**src/rtl/gray_decode_arbiter_pkg.sv**
```systemverilog
// gray_arb_pkg: shared types and default constants for gray_decode_arbiter.
//   arb_state_e  - arbiter/sequencer FSM state (also exported on the debug port)
//   DEF_N_REQ    - default number of requesters
//   DEF_W        - default Gray/binary word width
package gray_arb_pkg;

  typedef enum logic [1:0] {
    ST_IDLE = 2'd0,
    ST_CONV = 2'd1,
    ST_HOLD = 2'd2
  } arb_state_e;

  localparam int DEF_N_REQ = 4;
  localparam int DEF_W     = 3;

endpackage

```
**src/rtl/gray_decode_arbiter_if.sv**
```systemverilog
// gray_decode_arbiter_if: bundle of requester-side and result-side signals.
//   req       - per-requester request level
//   gray_in   - packed Gray codes, requester i at [i*W +: W]
//   gnt       - one-hot, one-cycle grant pulse
//   out_valid / out_ready / out_bin / out_id - decoded result port
//   busy      - arbiter is not idle
//
// Handshake: the result port is strict valid/ready. Once out_valid is high,
// out_bin and out_id stay constant until a rising edge with out_valid and
// out_ready both high; that edge completes the transfer. out_ready may be
// driven freely and has no effect while out_valid is low. The requester side
// is level based: req[i] and its slice are held until gnt[i] is seen.
//
// Modports: slave = the arbiter, master = the environment driving it.
interface gray_decode_arbiter_if #(
  parameter int N_REQ = 4,
  parameter int W     = 3
);
  localparam int IDW = (N_REQ > 1) ? $clog2(N_REQ) : 1;

  logic [N_REQ-1:0]   req;
  logic [N_REQ*W-1:0] gray_in;
  logic [N_REQ-1:0]   gnt;
  logic               out_valid;
  logic               out_ready;
  logic [W-1:0]       out_bin;
  logic [IDW-1:0]     out_id;
  logic               busy;

  modport slave (
    input  req, gray_in, out_ready,
    output gnt, out_valid, out_bin, out_id, busy
  );

  modport master (
    output req, gray_in, out_ready,
    input  gnt, out_valid, out_bin, out_id, busy
  );

endinterface

```
**src/rtl/gray_decode_arbiter_gray2bin.sv**
```systemverilog
// gray2bin_w: combinational Gray-to-binary decoder.
//   gray - W-bit Gray code in
//   bin  - W-bit binary out; bin[i] = XOR of gray[W-1:i], MSB passes through
module gray2bin_w #(
  parameter int W = 3
) (
  input  logic [W-1:0] gray,
  output logic [W-1:0] bin
);

  // Running XOR from the MSB downward; a scalar accumulator keeps the
  // chain free of self-referencing vector bits.
  always_comb begin
    logic acc;
    acc = 1'b0;
    bin = '0;
    for (int i = W - 1; i >= 0; i--) begin
      acc    = acc ^ gray[i];
      bin[i] = acc;
    end
  end

endmodule

```
**src/rtl/gray_decode_arbiter.sv**
```systemverilog
// gray_decode_arbiter: round-robin arbiter sharing one Gray decoder among
// N_REQ requesters. A grant latches the winner's code, the next cycle
// decodes it into the output registers, and the result is held on a
// valid/ready port until accepted.
//   clk, rst   - clock, asynchronous active-high reset
//   bus        - slave side of gray_decode_arbiter_if (requests, grants,
//                result port, busy)
//   state_dbg  - current FSM state
module gray_decode_arbiter
  import gray_arb_pkg::*;
#(
  parameter  int N_REQ = DEF_N_REQ,
  parameter  int W     = DEF_W,
  localparam int IDW   = (N_REQ > 1) ? $clog2(N_REQ) : 1
) (
  input  logic                  clk,
  input  logic                  rst,
  gray_decode_arbiter_if.slave  bus,
  output arb_state_e            state_dbg
);

  arb_state_e       state;
  logic [N_REQ-1:0] gnt_r;
  logic             out_valid_r;
  logic [W-1:0]     out_bin_r;
  logic [IDW-1:0]   out_id_r;
  logic             busy_r;

  logic [W-1:0]     g_lat;
  logic [IDW-1:0]   id_lat;
  logic [IDW-1:0]   last_r;

  logic [IDW-1:0]   win_idx;
  logic [N_REQ-1:0] win_oh;
  logic [W-1:0]     win_gray;
  logic [W-1:0]     dec_bin;

  // Search starts one past the previous winner and wraps, so the last
  // winner has the lowest priority on the next pass.
  function automatic logic [IDW-1:0] rr_pick(input logic [N_REQ-1:0] r,
                                             input logic [IDW-1:0]   last);
    logic found;
    int   idx;
    rr_pick = last;
    found   = 1'b0;
    for (int k = 1; k <= N_REQ; k++) begin
      idx = (int'(last) + k) % N_REQ;
      if (!found && r[idx]) begin
        rr_pick = IDW'(idx);
        found   = 1'b1;
      end
    end
  endfunction

  always_comb begin
    win_idx  = rr_pick(bus.req, last_r);
    win_oh   = '0;
    win_gray = '0;
    for (int i = 0; i < N_REQ; i++) begin
      if (win_idx == IDW'(i)) begin
        win_oh[i] = 1'b1;
        win_gray  = bus.gray_in[i*W +: W];
      end
    end
  end

  gray2bin_w #(.W(W)) u_dec (
    .gray (g_lat),
    .bin  (dec_bin)
  );

  always_ff @(posedge clk or posedge rst) begin
    if (rst) begin
      state       <= ST_IDLE;
      gnt_r       <= '0;
      out_valid_r <= 1'b0;
      out_bin_r   <= '0;
      out_id_r    <= '0;
      busy_r      <= 1'b0;
      g_lat       <= '0;
      id_lat      <= '0;
      last_r      <= IDW'(N_REQ - 1);
    end else begin
      case (state)
        ST_IDLE: begin
          gnt_r <= '0;
          if (|bus.req) begin
            gnt_r  <= win_oh;
            g_lat  <= win_gray;
            id_lat <= win_idx;
            last_r <= win_idx;
            busy_r <= 1'b1;
            state  <= ST_CONV;
          end
        end
        ST_CONV: begin
          gnt_r       <= '0;
          out_bin_r   <= dec_bin;
          out_id_r    <= id_lat;
          out_valid_r <= 1'b1;
          state       <= ST_HOLD;
        end
        ST_HOLD: begin
          // out_bin/out_id are left as-is after the transfer.
          if (out_valid_r && bus.out_ready) begin
            out_valid_r <= 1'b0;
            busy_r      <= 1'b0;
            state       <= ST_IDLE;
          end
        end
        default: begin
          gnt_r       <= '0;
          out_valid_r <= 1'b0;
          busy_r      <= 1'b0;
          state       <= ST_IDLE;
        end
      endcase
    end
  end

  assign bus.gnt       = gnt_r;
  assign bus.out_valid = out_valid_r;
  assign bus.out_bin   = out_bin_r;
  assign bus.out_id    = out_id_r;
  assign bus.busy      = busy_r;
  assign state_dbg     = state;

endmodule

```
**src/flat_wrapper.sv**
```systemverilog
// flat-port wrapper written by rule: the top's interface ports become plain ports
module gray_decode_arbiter_flat import gray_arb_pkg::*;
#(
  parameter  int N_REQ = DEF_N_REQ,
  parameter  int W     = DEF_W,
  localparam int IDW   = (N_REQ > 1) ? $clog2(N_REQ) : 1
)
  (clk, rst, state_dbg, bus_req, bus_gray_in, bus_out_ready, bus_gnt, bus_out_valid, bus_out_bin, bus_out_id, bus_busy);
  gray_decode_arbiter_if #(.N_REQ(N_REQ), .W(W)) bus_i ();
  input  logic clk;
  input  logic rst;
  output arb_state_e state_dbg;
  input wire logic [$bits(bus_i.req)-1:0] bus_req;
  input wire logic [$bits(bus_i.gray_in)-1:0] bus_gray_in;
  input wire logic [$bits(bus_i.out_ready)-1:0] bus_out_ready;
  output wire logic [$bits(bus_i.gnt)-1:0] bus_gnt;
  output wire logic [$bits(bus_i.out_valid)-1:0] bus_out_valid;
  output wire logic [$bits(bus_i.out_bin)-1:0] bus_out_bin;
  output wire logic [$bits(bus_i.out_id)-1:0] bus_out_id;
  output wire logic [$bits(bus_i.busy)-1:0] bus_busy;
  assign bus_i.req = bus_req;
  assign bus_i.gray_in = bus_gray_in;
  assign bus_i.out_ready = bus_out_ready;
  assign bus_gnt = bus_i.gnt;
  assign bus_out_valid = bus_i.out_valid;
  assign bus_out_bin = bus_i.out_bin;
  assign bus_out_id = bus_i.out_id;
  assign bus_busy = bus_i.busy;
  gray_decode_arbiter #(.N_REQ(N_REQ), .W(W)) u_core (.clk(clk), .rst(rst), .bus(bus_i), .state_dbg(state_dbg));
endmodule
```
**config.mk**
```make
export PLATFORM = sky130hd
export DESIGN_NAME = gray_decode_arbiter_flat
export DESIGN_NICKNAME = d
export VERILOG_FILES = /design/src/rtl/gray_decode_arbiter_pkg.sv /design/src/rtl/gray_decode_arbiter_if.sv /design/src/rtl/gray_decode_arbiter_gray2bin.sv /design/src/rtl/gray_decode_arbiter.sv /design/src/flat_wrapper.sv
export SDC_FILE = /design/constraint.sdc
export NUM_CORES = 1
export LEC_CHECK = 0
export BUFFER_PORTS_ARGS = -buffer_cell sky130_fd_sc_hd__buf_2
export CAP_MARGIN = 20
export CORE_MARGIN = 4
export CORE_UTILIZATION = 44
export CTS_CLUSTER_DIAMETER = 200
export DETAILED_ROUTE_END_ITERATION = 10
export PLACE_DENSITY = 0.7
export SYNTH_ARGS = -nofsm -noshare
export SYNTH_HDL_FRONTEND = slang
export SYNTH_HIERARCHICAL = 1
export SYNTH_SLANG_ARGS = --single-unit
```
**constraint.sdc**
```tcl
create_clock -name clk -period 1.7 [get_ports clk]
set_clock_uncertainty 0.1 [all_clocks]
set_input_delay 0 -clock clk [delete_from_list [all_inputs] [get_ports clk]]
set_output_delay 0 -clock clk [all_outputs]
set_load 0.03 [all_outputs]
```
==> results.tsv, run 1 <==
metric	value	unit
post-route minimum period	1.676	ns
Reg2Reg Setup Slack	0.02	ns
number of DRC markers in iteration 0	26	
CTS Buffer Depth	2	
outcome	complete, no violations	
Worst-Margin Slew	0.7303	ns
Mapped Nets	126	
share of cells above drive strength 1	33.77	%
number of global-route vias before repair	896	
crit end category	flop	
Max-cap violations	0	
Clock transition at path regs	0.10	ns
startpoint types	flop	
Final ANT Viol Nets	0	
GRT Total Usage	15.65	%
worst-skew pair later-pin latency	0.29	ns
Seq cells post-synth	20	
Mapped Avg Cell Area	9.460	um^2
die height	55.97	um
DP Wirelength	1.662	mm
Final Util	61.62	%
Yosys cell types	30	
Warnings, synthesis	6	
Mapped Area	1012	um^2
crit path kind	flop to flop	
Worst Min Path Start	bus_gray_in[5]	
Pwr Density	1973	nW/um^2
Final Hold Fails	0	
slew margin rel.	51.26	%
root buffer cell	clkbuf_4	
worst-path fanout max	4	
Final Max Slew Viols	0	
Mapped Cells	107	
CP endpoint	u_core/bus.gnt[3]	
Post-Route WL	2.319	mm
FP Rows	17	
post-layout net count	171	
reg2reg path depth	5	
min-delay worst type	primary input to flop	
Via Count	917	
sequential share of the synthesized area	49.69	%
largest net degree at the start of global routing	21	
CTS sink cnt	20	
setup violators final	0	
initial core utilization	46.20	%
DRT Pass-1 Iters	4	
drt wl/cell	12.96	um
Die X	55.97	um
P_leak	0.6797	nW
Setup WS pre-CTS	-0.005889	ns
reg2reg start	u_core/last_r[0]	
WP data required	1.79	ns
final worst slack	0.02361	ns
# DRC	0	
FILL cells	194	
maximum vdd drop	1.094	mV
initial antenna violation count	0	
wire length of the first global-routing pass	3.898	mm
worst reg2reg path endpoint	u_core/bus.gnt[3]	
H-tree lvl count	1	
Synth-to-Final Area Change	33.37	%
Inserted Diodes	0	
CTS tree	yes	
Num CTS Buffers	3	
Critical Path AT	1.77	ns
grt ovf	0	
# port buffers	31	
GPL Wtd Cong	0.8365	
I/O pin total	32	
CP startpoint	u_core/last_r[0]	
vias per cell	5.123	
core footprint	2191	um^2
maximum clock frequency	0.5965	GHz
fin crit share	98.61	%
total die area	3132	um^2
-- synthesized netlist by cell type --
master,number,area (um^2)
nand2_1,21,78.83
dfrtp_1,18,450.4
nor2_1,13,48.80
o21ai_0,7,35.03
and3_1,6,37.54
nand3_1,6,30.03
inv_1,3,11.26
nand2b_1,3,18.77
o31ai_2,3,37.54
a21oi_2,2,17.52
a22o_1,2,17.52
a32o_1,2,20.02
buf_2,2,10.01
dfstp_2,2,52.55
nor2b_1,2,12.51
a21o_1,1,7.510
a21oi_1,1,5.000
a221o_1,1,10.01
a221oi_1,1,8.760
a311o_1,1,10.01
buf_4,1,7.510
clkinv_1,1,3.750
nand2b_2,1,8.760
o21a_1,1,7.510
o221a_2,1,11.26
o221ai_1,1,8.760
o22ai_1,1,6.260
or2_2,1,6.260
xor2_1,1,8.760
xor3_1,1,23.77
-- where the power goes --
| group | internal [mW] | leakage, nW | switching, mW | total, mW |
|---|---|---|---|---|
| combinational | 0.613 | 0.422 | 0.894 | 1.51 |
| clock | 0.0912 | 0.0150 | 0.133 | 0.224 |
| sequential | 0.735 | 0.242 | 0.198 | 0.933 |
-- layout make-up --
class,count,area (um^2),area share (%)
multi-input cells,80,505.5,37.44
flip-flops and latches,20,503.0,37.26
repair buffers,43,265.3,19.65
well taps,28,35.03,2.595
clock buffers,4,26.28,1.946
inverters,4,15.01,1.112
-- metal layers --
metal  up-vias  global-route usage (%)  routed length, um
met5         -                       0                  0
met4         0                   9.492                 38
met3         4                   2.552                107
met2        27                   25.21               1107
met1       421                   19.47               1065
li1        465                       -                  -
-- kinds of logic after synthesis --
family | share of synthesized area (%)
DFF | 49.69
AOI/OAI and AO/OA | 20.03
and+or+nand+nor | 23.86
xor gates and xnor gates | 3.214
buffers and inverters | 3.214
-- sequential cells by signal, summed over array words and instances, names as in the netlist --
register,cells
u_core/bus.busy,1
u_core/bus.gnt,4
u_core/bus.out_bin,3
u_core/bus.out_id,2
u_core/bus.out_valid,1
u_core/g_lat,3
u_core/id_lat,2
u_core/last_r,2
u_core/state_dbg,2
-- repair_timing --
action                                  in CTS  in global routing
endpoints found under the hold margin       24                  0
resized for setup                            0                  5
gates cloned                                 0                  0
hold buffers                                 8                  0
endpoints found under the setup margin       3                  6
setup buffers                                1                  1
-- critical path, cell delays in order (launching register included) --
cell,delay (ns)
dfstp_2,0.57
nand2b_4,0.14
a21oi_2,0.06
a221o_1,0.32
buf_4,0.16
a32o_1,0.23
-- layout by cell type (no fill, tap or decap), types with 3 or more instances in the layout --
| master | Yosys | final |
|---|---|---|
| and3_1 | 6 | 6 |
| buf_4 | 1 | 4 |
| clkbuf_4 | 0 | 3 |
| dfrtp_1 | 18 | 18 |
| nand2b_1 | 3 | 3 |
| nor2_1 | 13 | 12 |
| inv_1 | 3 | 3 |
| o21ai_0 | 7 | 7 |
| buf_2 | 2 | 31 |
| nand2_1 | 21 | 21 |
| nand3_1 | 6 | 6 |
| dlygate4sd3_1 | 0 | 8 |
| o31ai_2 | 3 | 3 |
-- per-stage QoR --
step	total power, mW	instances	setup TNS [ns]	cell area (um^2)	hold WS, ns
6_report	2.664	179	0	1350	0.01041
5_1_grt	2.864	179	-0.02612	1350	0.01530
4_1_cts	2.618	178	0	1314	0.001053
3_5_place_dp	2.353	165	-0.005889	1200	0.06946
3_3_place_gp	2.314	165	0	1200	0.05896
2_1_floorplan	1.989	107	0	1012	-0.1377
-- worst min-delay path by stage --
| stage | endpoint | slack (ns) | depth (start not counted) |
|---|---|---|---|
| 3_5_place_dp | u_core/bus.busy | 0.07 | 2 |
| 6_report | u_core/g_lat[2] | 0.01 | 4 |
| 4_1_cts | u_core/g_lat[2] | 0.001 | 4 |
| 3_3_place_gp | u_core/bus.busy | 0.06 | 2 |
| 2_1_floorplan | u_core/bus.busy | -0.14 | 1 |
| 5_1_grt | u_core/g_lat[1] | 0.02 | 4 |
Power figures use the tool's default switching activity.
==> inputs of run 2 (changes only) <==
--- a/config.mk
+++ b/config.mk
@@ -8,10 +8,10 @@
 export BUFFER_PORTS_ARGS = -buffer_cell sky130_fd_sc_hd__buf_2
 export CAP_MARGIN = 20
 export CORE_MARGIN = 4
-export CORE_UTILIZATION = 44
+export CORE_UTILIZATION = 45
 export CTS_CLUSTER_DIAMETER = 200
 export DETAILED_ROUTE_END_ITERATION = 10
-export PLACE_DENSITY = 0.7
+export PLACE_DENSITY = 0.69
 export SYNTH_ARGS = -nofsm -noshare
 export SYNTH_HDL_FRONTEND = slang
 export SYNTH_HIERARCHICAL = 1
==> constraint.sdc (replaced) <==
create_clock -name clk -period 2.15 [get_ports clk]
set_clock_uncertainty 0.1 [all_clocks]
set_input_delay 0 -clock clk [delete_from_list [all_inputs] [get_ports clk]]
set_output_delay 0 -clock clk [all_outputs]
set_load 0.03 [all_outputs]
==> run 2 against run 1 <==
Non-clock buffer count fell by 9. Via count fell by 5.1%. Core utilization down 0.41 points. Cell area decreased by 7.4%. Die area is 1.9% lower. Count of clock-buffer cells in the layout unchanged. Critical endpoint is now u_core/g_lat[1]. Sequential power decreased by 20%. Combinational power decreased by 28%. First-iteration DRC count shrank 31%. Sequential share of layout area is 3.0 points higher.
==> results.tsv, run 2 (synthesized netlist as in run 1, its figures left out) <==
metric	value	unit
number of DRC markers in iteration 0	18	
startpoint types	flop	
wire length of the first global-routing pass	3.650	mm
register area	503.0	um^2
root buffer cell	clkbuf_4	
RSZ-0062 raised after global routing	false	
total die area	3072	um^2
Power Internal	1.095	mW
Final Hold Fails	0	
Worst-Margin Slew	0.7236	ns
DRT Pass-1 Iters	4	
number of global-route vias before repair	851	
share of cells above drive strength 1	31.69	%
crit end category	flop	
min-delay worst type	primary input to flop	
slew margin rel.	51.71	%
P_leak	0.6339	nW
worst-path fanout max	7	
grt met1 use	17.84	%
Logic pwr share	53.3	%
grt ovf	0	
GPL Wtd Cong	0.8471	
Clock transition at path regs	0.10	ns
Post-Route WL	2.175	mm
Via Count	870	
Die X	55.43	um
placed insts	162	
Worst path slowest cell	dfstp_2	
vias per cell	5.148	
grt met2 use	25.17	%
delay of the slowest critical-path stage	0.60	ns
Num CTS Buffers	3	
setup violators final	0	
# DRC	0	
Sw Pwr	940.2	uW
initial core utilization	49.57	%
largest net degree at the start of global routing	21	
Setup TNS	0	ns
DP Wirelength	1.715	mm
# port buffers	31	
CP bufs+invs	0	
total power draw	2.035	mW
maximum vdd drop	0.9497	mV
Max-cap violations	0	
FILL cells	198	
power share of the clock group	10.2	%
commonest non-fill, non-tap cells in the layout	buf_2 (31), nand2_1 (21), dfrtp_1 (18)	
I/O pin total	32	
maximum clock frequency	0.5303	GHz
post-layout net count	162	
crit-path leading delay family	compound AO/OA/AOI/OAI gates	
crit path cell chain	nand2b_2, a21oi_2, a221oi_1, and3_1, o31ai_2	
initial antenna violation count	0	
Largest register FFs	4	
FP Rows	16	
CTS tree	yes	
GRT Total Usage	14.10	%
Final ANT Viol Nets	0	
worst-skew pair later-pin latency	0.29	ns
Switching Fraction	46.20	%
Setup Buffers After CTS	0	
core footprint	2042	um^2
Inserted Diodes	0	
most common cell after layout, fill and taps aside	buf_2	
Pwr Density	1628	nW/um^2
outcome	complete, no violations	
WP data required	2.22	ns
GRT busiest layer	met2	
Reg power frac	36.5	%
CTS sink cnt	20	
Final Max Slew Viols	0	
CTS Buffer Depth	2	
drt wl/cell	12.87	um
crit path kind	flop to flop	
fin crit share	87.71	%
Synth-to-Final Area Change	23.49	%
met3 Use GR	3.497	%
H-tree lvl count	1	
Critical Path AT	1.96	ns
Layout Cells excl Fill	169	
die height	55.43	um
post-route minimum period	1.886	ns
area of the multi-input gates	476.7	um^2
## run 2: cell types whose count changed in the layout (fill, tap and decap cells not counted), sizes merged
cell and delta:
buf -4, dlygate4sd3 -5
## run 2: metal layers
| metal | vias up | part of all wire (%) |
|---|---|---|
| met5 | - | 0 |
| met4 | 0 | 0 |
| met3 | 0 | 2.6 |
| met2 | 12 | 52 |
| met1 | 414 | 45 |
| li1 | 444 | - |
## run 2: repair_timing
item,4_1_cts,5_1_grt
resized for setup,0,0
hold buffers,2,1
hold endpoints to repair,21,1
## run 2: worst register-to-register path, delay by kind of cell (launching register included)
family,cells,cell delay [ns]
AO/OA/AOI/OAI,3,0.62
AND/OR/NAND/NOR,2,0.44
flip-flops,1,0.60
## run 2: cell type report
| class | count | share of cell area [%] |
|---|---|---|
| sequential | 20 | 40.24 |
| multi-input combinational | 80 | 38.14 |
| timing repair buffer | 34 | 14.81 |
| clock buffer | 4 | 2.903 |
| tap | 27 | 2.703 |
| inverter | 4 | 1.201 |
## run 2: through the flow
step                util, %  area (um^2)  hold WS, ns  worst slack, ns
floorplan                 -         1012      -0.1377           0.5396
global route          61.21         1250     0.008098           0.1706
finish                61.21         1250      0.01057           0.2642
detailed placement    57.97         1184      0.05866           0.2839
global placement      57.97         1184      0.05394           0.3513
CTS                   60.72         1240     0.002349           0.2691
## run 2: power by group through the flow
stage | Clock [mW] | Sequential (mW) | Combinational, mW
detailed placement | 0 | 0.752 | 1.09
global placement | 0 | 0.742 | 1.07
CTS | 0.219 | 0.743 | 1.09
global route | 0.237 | 0.772 | 1.19
finish | 0.208 | 0.743 | 1.08
floorplan | 0 | 0.942 | 0.631
## run 2: final timing paths
kind	cells after the start	end	startpoint	slack [ns]
setup / recovery	5	u_core/g_lat[1]	u_core/last_r[0]	0.26
hold / removal	4	u_core/g_lat[1]	bus_gray_in[7]	0.01
setup reg to reg	5	u_core/g_lat[1]	u_core/last_r[0]	0.26
hold reg to reg	2	u_core/bus.out_id[0]	u_core/bus.out_id[0]	0.38
max in group asynchronous	3	u_core/bus.out_bin[1]	rst	1.23
min in group asynchronous	3	u_core/id_lat[1]	rst	0.27
